[config.mk]
export PLATFORM = sky130hd
export DESIGN_NAME = mux_rr_arbiter
export DESIGN_NICKNAME = d
export VERILOG_FILES = /design/src/rtl/mux_arb_pkg.sv /design/src/rtl/rr_pick.sv /design/src/rtl/mux_rr_arbiter.sv
export SDC_FILE = /design/constraint.sdc
export NUM_CORES = 1
export LEC_CHECK = 0
export ABC_CLOCK_PERIOD_IN_PS = 2900
export CAP_MARGIN = 30
export CELL_PAD_IN_SITES_DETAIL_PLACEMENT = 0
export CELL_PAD_IN_SITES_GLOBAL_PLACEMENT = 1
export CORE_MARGIN = 2
export CORE_UTILIZATION = 38
export DETAILED_ROUTE_END_ITERATION = 7
export PLACE_DENSITY = 0.88
export SKIP_LAST_GASP = 1
export SYNTH_ARGS = -nofsm -noshare
export SYNTH_HDL_FRONTEND = slang
export SYNTH_SLANG_ARGS = --single-unit
[constraint.sdc]
create_clock -name clk -period 2.9 [get_ports clk]
set_input_delay 0.58 -clock clk [delete_from_list [all_inputs] [get_ports clk]]
set_output_delay 0.58 -clock clk [all_outputs]
set_load 0.02 [all_outputs]
[src/rtl/mux_arb_pkg.sv]
// Shared constants, state type and helpers for the round-robin mux arbiter.
// Imported by the priority search and by the arbiter top.
package mux_arb_pkg;

  localparam int NUM_REQ = 4;
  localparam int SEL_W   = 2;

  typedef enum logic {
    IDLE  = 1'b0,
    GRANT = 1'b1
  } arb_state_t;

  function automatic logic [NUM_REQ-1:0] onehot4(input logic [SEL_W-1:0] idx);
    logic [NUM_REQ-1:0] vec;
    vec      = '0;
    vec[idx] = 1'b1;
    return vec;
  endfunction

endpackage

[src/rtl/rr_pick.sv]
// Rotated priority search: returns the first requester set in the order
// ptr+1, ptr+2, ptr+3, ptr (mod 4). Purely combinational.
module rr_pick
  import mux_arb_pkg::*;
(
  input  logic [NUM_REQ-1:0] req,
  input  logic [SEL_W-1:0]   ptr,
  output logic               any,
  output logic [SEL_W-1:0]   idx
);

  logic [SEL_W-1:0] cand;

  // Walk from lowest priority to highest so the earliest match in search order wins.
  always_comb begin
    any  = 1'b0;
    idx  = ptr;
    cand = ptr;
    for (int k = NUM_REQ; k >= 1; k--) begin
      cand = ptr + SEL_W'(k);
      if (req[cand]) begin
        any = 1'b1;
        idx = cand;
      end
    end
  end

endmodule

[src/rtl/mux_rr_arbiter.sv]
// Round-robin arbiter driving the select pair of the shared 4:1 mux datapath;
// holds each grant for up to MAX_BURST accepted beats, then rotates priority.
module mux_rr_arbiter
  import mux_arb_pkg::*;
#(
  parameter int MAX_BURST = 4
) (
  input  logic               clk,
  input  logic               rstn,
  input  logic [NUM_REQ-1:0] req,
  input  logic               ready,
  output logic [NUM_REQ-1:0] gnt,
  output logic [SEL_W-1:0]   sel,
  output logic               valid,
  output logic               last
);

  localparam int CNT_W = (MAX_BURST > 1) ? $clog2(MAX_BURST) : 1;
  localparam logic [CNT_W-1:0] CNT_LAST = CNT_W'(MAX_BURST - 1);

  arb_state_t         state, state_nxt;
  logic [SEL_W-1:0]   ptr, ptr_nxt;
  logic [CNT_W-1:0]   cnt, cnt_nxt;
  logic [NUM_REQ-1:0] gnt_nxt;
  logic [SEL_W-1:0]   sel_nxt;

  logic               pick_any;
  logic [SEL_W-1:0]   pick_idx;
  logic               accept;
  logic               owner_req;
  logic               burst_done;
  logic               release_now;

  // In GRANT, ptr is the current owner, so one search serves both the idle pick and the handover.
  rr_pick u_pick (
    .req (req),
    .ptr (ptr),
    .any (pick_any),
    .idx (pick_idx)
  );

  assign valid       = (state == GRANT);
  assign last        = valid && (cnt == CNT_LAST);
  assign accept      = ready && valid;
  assign owner_req   = req[ptr];
  assign burst_done  = accept && (cnt == CNT_LAST);
  assign release_now = !owner_req || burst_done;

  always_comb begin
    state_nxt = state;
    ptr_nxt   = ptr;
    cnt_nxt   = cnt;
    gnt_nxt   = gnt;
    sel_nxt   = sel;

    case (state)
      IDLE: begin
        gnt_nxt = '0;
        if (pick_any) begin
          state_nxt = GRANT;
          gnt_nxt   = onehot4(pick_idx);
          sel_nxt   = pick_idx;
          ptr_nxt   = pick_idx;
          cnt_nxt   = '0;
        end
      end

      GRANT: begin
        if (release_now) begin
          if (pick_any) begin
            gnt_nxt = onehot4(pick_idx);
            sel_nxt = pick_idx;
            ptr_nxt = pick_idx;
            cnt_nxt = '0;
          end else begin
            state_nxt = IDLE;
            gnt_nxt   = '0;
            cnt_nxt   = '0;
          end
        end else if (accept) begin
          cnt_nxt = cnt + 1'b1;
        end
      end

      default: begin
        state_nxt = IDLE;
        gnt_nxt   = '0;
        cnt_nxt   = '0;
      end
    endcase
  end

  // ptr resets to 3 so requester 0 is first in line after reset.
  always_ff @(posedge clk or negedge rstn) begin
    if (!rstn) begin
      state <= IDLE;
      ptr   <= SEL_W'(NUM_REQ - 1);
      cnt   <= '0;
      gnt   <= '0;
      sel   <= '0;
    end else begin
      state <= state_nxt;
      ptr   <= ptr_nxt;
      cnt   <= cnt_nxt;
      gnt   <= gnt_nxt;
      sel   <= sel_nxt;
    end
  end

endmodule

==> impl_metrics.yaml <==
run_status:
  status: "finished clean"
clock_tree:
  cts_buffers: 3
  clkSlewWorstSetupHoldPaths_ns: 0.07
  cts_hold_buffers: 0
  cts.path.max_buffers: 2
  cts_tree: "done"
  insertion_delay_ns: 0.28
  h-tree-depth: 1
  clock_sinks: 11
  cts_resized: 0
  cts_root_buf: "clkbuf_4"
  post-cts-setup-buffers: 0
critical_path:
  crit_type: "reg -> out"
  worst-r2r-setup-slack_ns: 0.92
  cp_cell_sequence: "ha_1 > and2_1 > clkdlybuf4s50_1"
  slowest_stage: "clkdlybuf4s50_1"
  slowest_delay_ns: 0.53
  crit_path_start_kind: "flop"
  end_kind: "output port"
  cp.required_ns: 2.32
  critical_path_arrival_ns: 1.63
  path_max_fanout: 4
  endpoint: "last"
  reg2reg_from: "ptr[0]"
  rr_endpoint: "sel[0]"
  startpoint: "cnt[0]"
  reg2reg_depth: 4
timing:
  min_period_ns: 2.21
  fin_ws_ns: 0.695
  tightest_slew_ns: 0.495
  finalHoldViolCount: 0
  drv_slew: 0
  setup_violations: 0
  fin_skew_ns: 0.00788
  rsz0062_at_grt: "false"
  fin_crit_sh_pct: 76.0
  tns_ns: 0
  fmax_mhz: 453
  slew_headroom_pct: 66.9
synthesis:
  yosys_warnings: 0
  synth_common_cells: "9 x dfrtp_1, 6 x o21ai_0, 5 x nand2_1, 4 x inv_1"
  async_flop_share_pct: 100
  syn-num-nets: 68
  synth-edff-count: 0
  synth.distinct_cells: 29
  syn_avg_cell_area_um2: 10.3
  syn_area_um2: 617
  yosysSeqAreaShare_pct: 45.0
  synthCells: 60
  ys_top_cells_by_area: "dfrtp_1 37%, dfstp_2 8.5%, mux2_2 5.5%, o21ai_0 4.9%, mux4_2 3.7%"
  synth_top_cell_area_share_pct: 36.5
  ys_ff_latch: 11
  yosysMostFrequentCell: "dfrtp_1"
  yosysTopAreaCell: "dfrtp_1"
  synth_ff_type: "dfrtp_1"
routing:
  drc: 0
  drt-initial-drc-count: 18
  routedWlPerCell_um: 13.4
  drtPass1Iterations: 4
  vias: 519
  vias_per_cell: 5.52
  detail_route.wirelength_mm: 1.26
  antenna_left: 0
global_routing:
  gr-total-overflow: 0
  grt_pass1_wl_mm: 2.15
  first_global_vias: 484
  grt_usage_pct: 15.5
  antenna_found_initial: 0
  grt_max_degree: 14
die:
  core_area_mm2: 0.00151
  die_y_um: 44.3
  num_rows: 14
  die_w_um: 44.3
  start_util_pct: 40.9
  die_area_mm2: 0.00196
  pin_count: 15
layout:
  n_antenna_cell: 0
  area_growth_pct: 29.6
  final_layout_size_suffix_gt1_share_pct: 16.7
  nNetsFinal: 87
  instances_no_fill: 94
hold_path:
  hp-class: "reg -> reg"
place:
  gp_congestion: 0.755
  dp_worst_setup_slack_ns: 0.451
  numPortBuffers: 14
  place_inst: 90
power_and_ir_drop:
  p_switching_mw: 0.295
  p_int_mw: 0.483
  cellLeakagePower_nw: 0.329
  p_comb_share_pct: 50.9
  ir_drop_mv: 0.502
  power_per_cell_area_mw_per_mm2: 972
  swShare_pct: 37.9
  p_clk_share_pct: 13.6
  power_frac_seq_pct: 35.5
job:
  cap_violations: 0
==> power groups by stage <==
stage	Sequential (mW)	Clock, mW	Combinational (mW)
5_1_grt	0.286	0.119	0.441
3_3_place_gp	0.279	0	0.390
2_1_floorplan	0.312	0	0.246
4_1_cts	0.277	0.113	0.400
3_5_place_dp	0.279	0	0.394
6_report	0.276	0.106	0.396
==> sequential cells by signal, summed over array words and instances, names as in the netlist <==
register  flops
valid         1
sel           2
ptr           2
cnt           2
gnt           4
==> per-stage QoR <==
step / cell area, um2 / utilization (%) / hold WS [ns] / total power [mW]
2_1_floorplan: 617 / - / 0.284 / 0.558
3_3_place_gp: 773 / 51.3 / 0.468 / 0.669
3_5_place_dp: 773 / 51.3 / 0.467 / 0.673
4_1_cts: 800 / 53.1 / 0.489 / 0.790
5_1_grt: 800 / 53.1 / 0.525 / 0.846
6_report: 800 / 53.1 / 0.479 / 0.777
==> cells by family (layout without fill, tap and decap cells) <==
logic type | Yosys count | count (layout) | share of synthesized area [%]
AO/OA/AOI/OAI | 17 | 17 | 18.9
adder cells (fa/ha/maj) | 1 | 1 | 2.03
buffers and inverters | 5 | 23 | 4.26
flip-flops | 11 | 11 | 45.0
multiplexers | 4 | 4 | 9.13
AND/OR/NAND/NOR | 22 | 22 | 20.7
==> layer usage <==
| metal | up-vias | GRT usage (%) | wire [um] |
|---|---|---|---|
| met1 | 243 | 20.1 | 602 |
| li1 | 258 | - | - |
| met5 | - | 0 | 0 |
| met2 | 14 | 22.6 | 577 |
| met4 | 0 | 9.09 | 15 |
| met3 | 4 | 4.90 | 62 |
==> critical path: cells and delay by family (launching register included) <==
family	cells	cell delay [ns]
adder cells (fa/ha/maj)	1	0.25
buffers and inverters	1	0.53
AND/OR/NAND/NOR	1	0.16
flip-flops	1	0.41
==> placed cells by master (no fill, tap or decap), types with 2 or more instances in the layout <==
cell type        synthesis  routed
o21ai_0                  6       6
dfrtp_1                  9       9
o41ai_1                  2       2
o31ai_1                  3       3
clkdlybuf4s50_1          0      14
a21oi_1                  2       2
nor2_1                   3       3
inv_1                    4       4
mux2_2                   3       3
nand2_1                  5       5
clkbuf_4                 0       3
nand3_1                  2       2
dfstp_2                  2       2
nand2b_1                 2       2
==> cell type report <==
cell class                      instances  area, um2
Timing Repair Buffer                   15        148
Sequential cell                        11        278
Fill cell                             145        707
Multi-Input combinational cell         44        313
Inverter                                4       15.0
Clock buffer                            4       26.3
Tap cell                               16       20.0
==> worst min path at each step <==
stage | start | endpoint | cells past startpoint
floorplan | rstn | cnt[0] | 0
CTS | gnt[3] | gnt[3] | 2
global route | gnt[3] | gnt[3] | 2
global placement | gnt[2] | gnt[2] | 2
detailed placement | gnt[3] | gnt[3] | 2
finish | gnt[3] | gnt[3] | 2
Power figures use the tool's default switching activity.
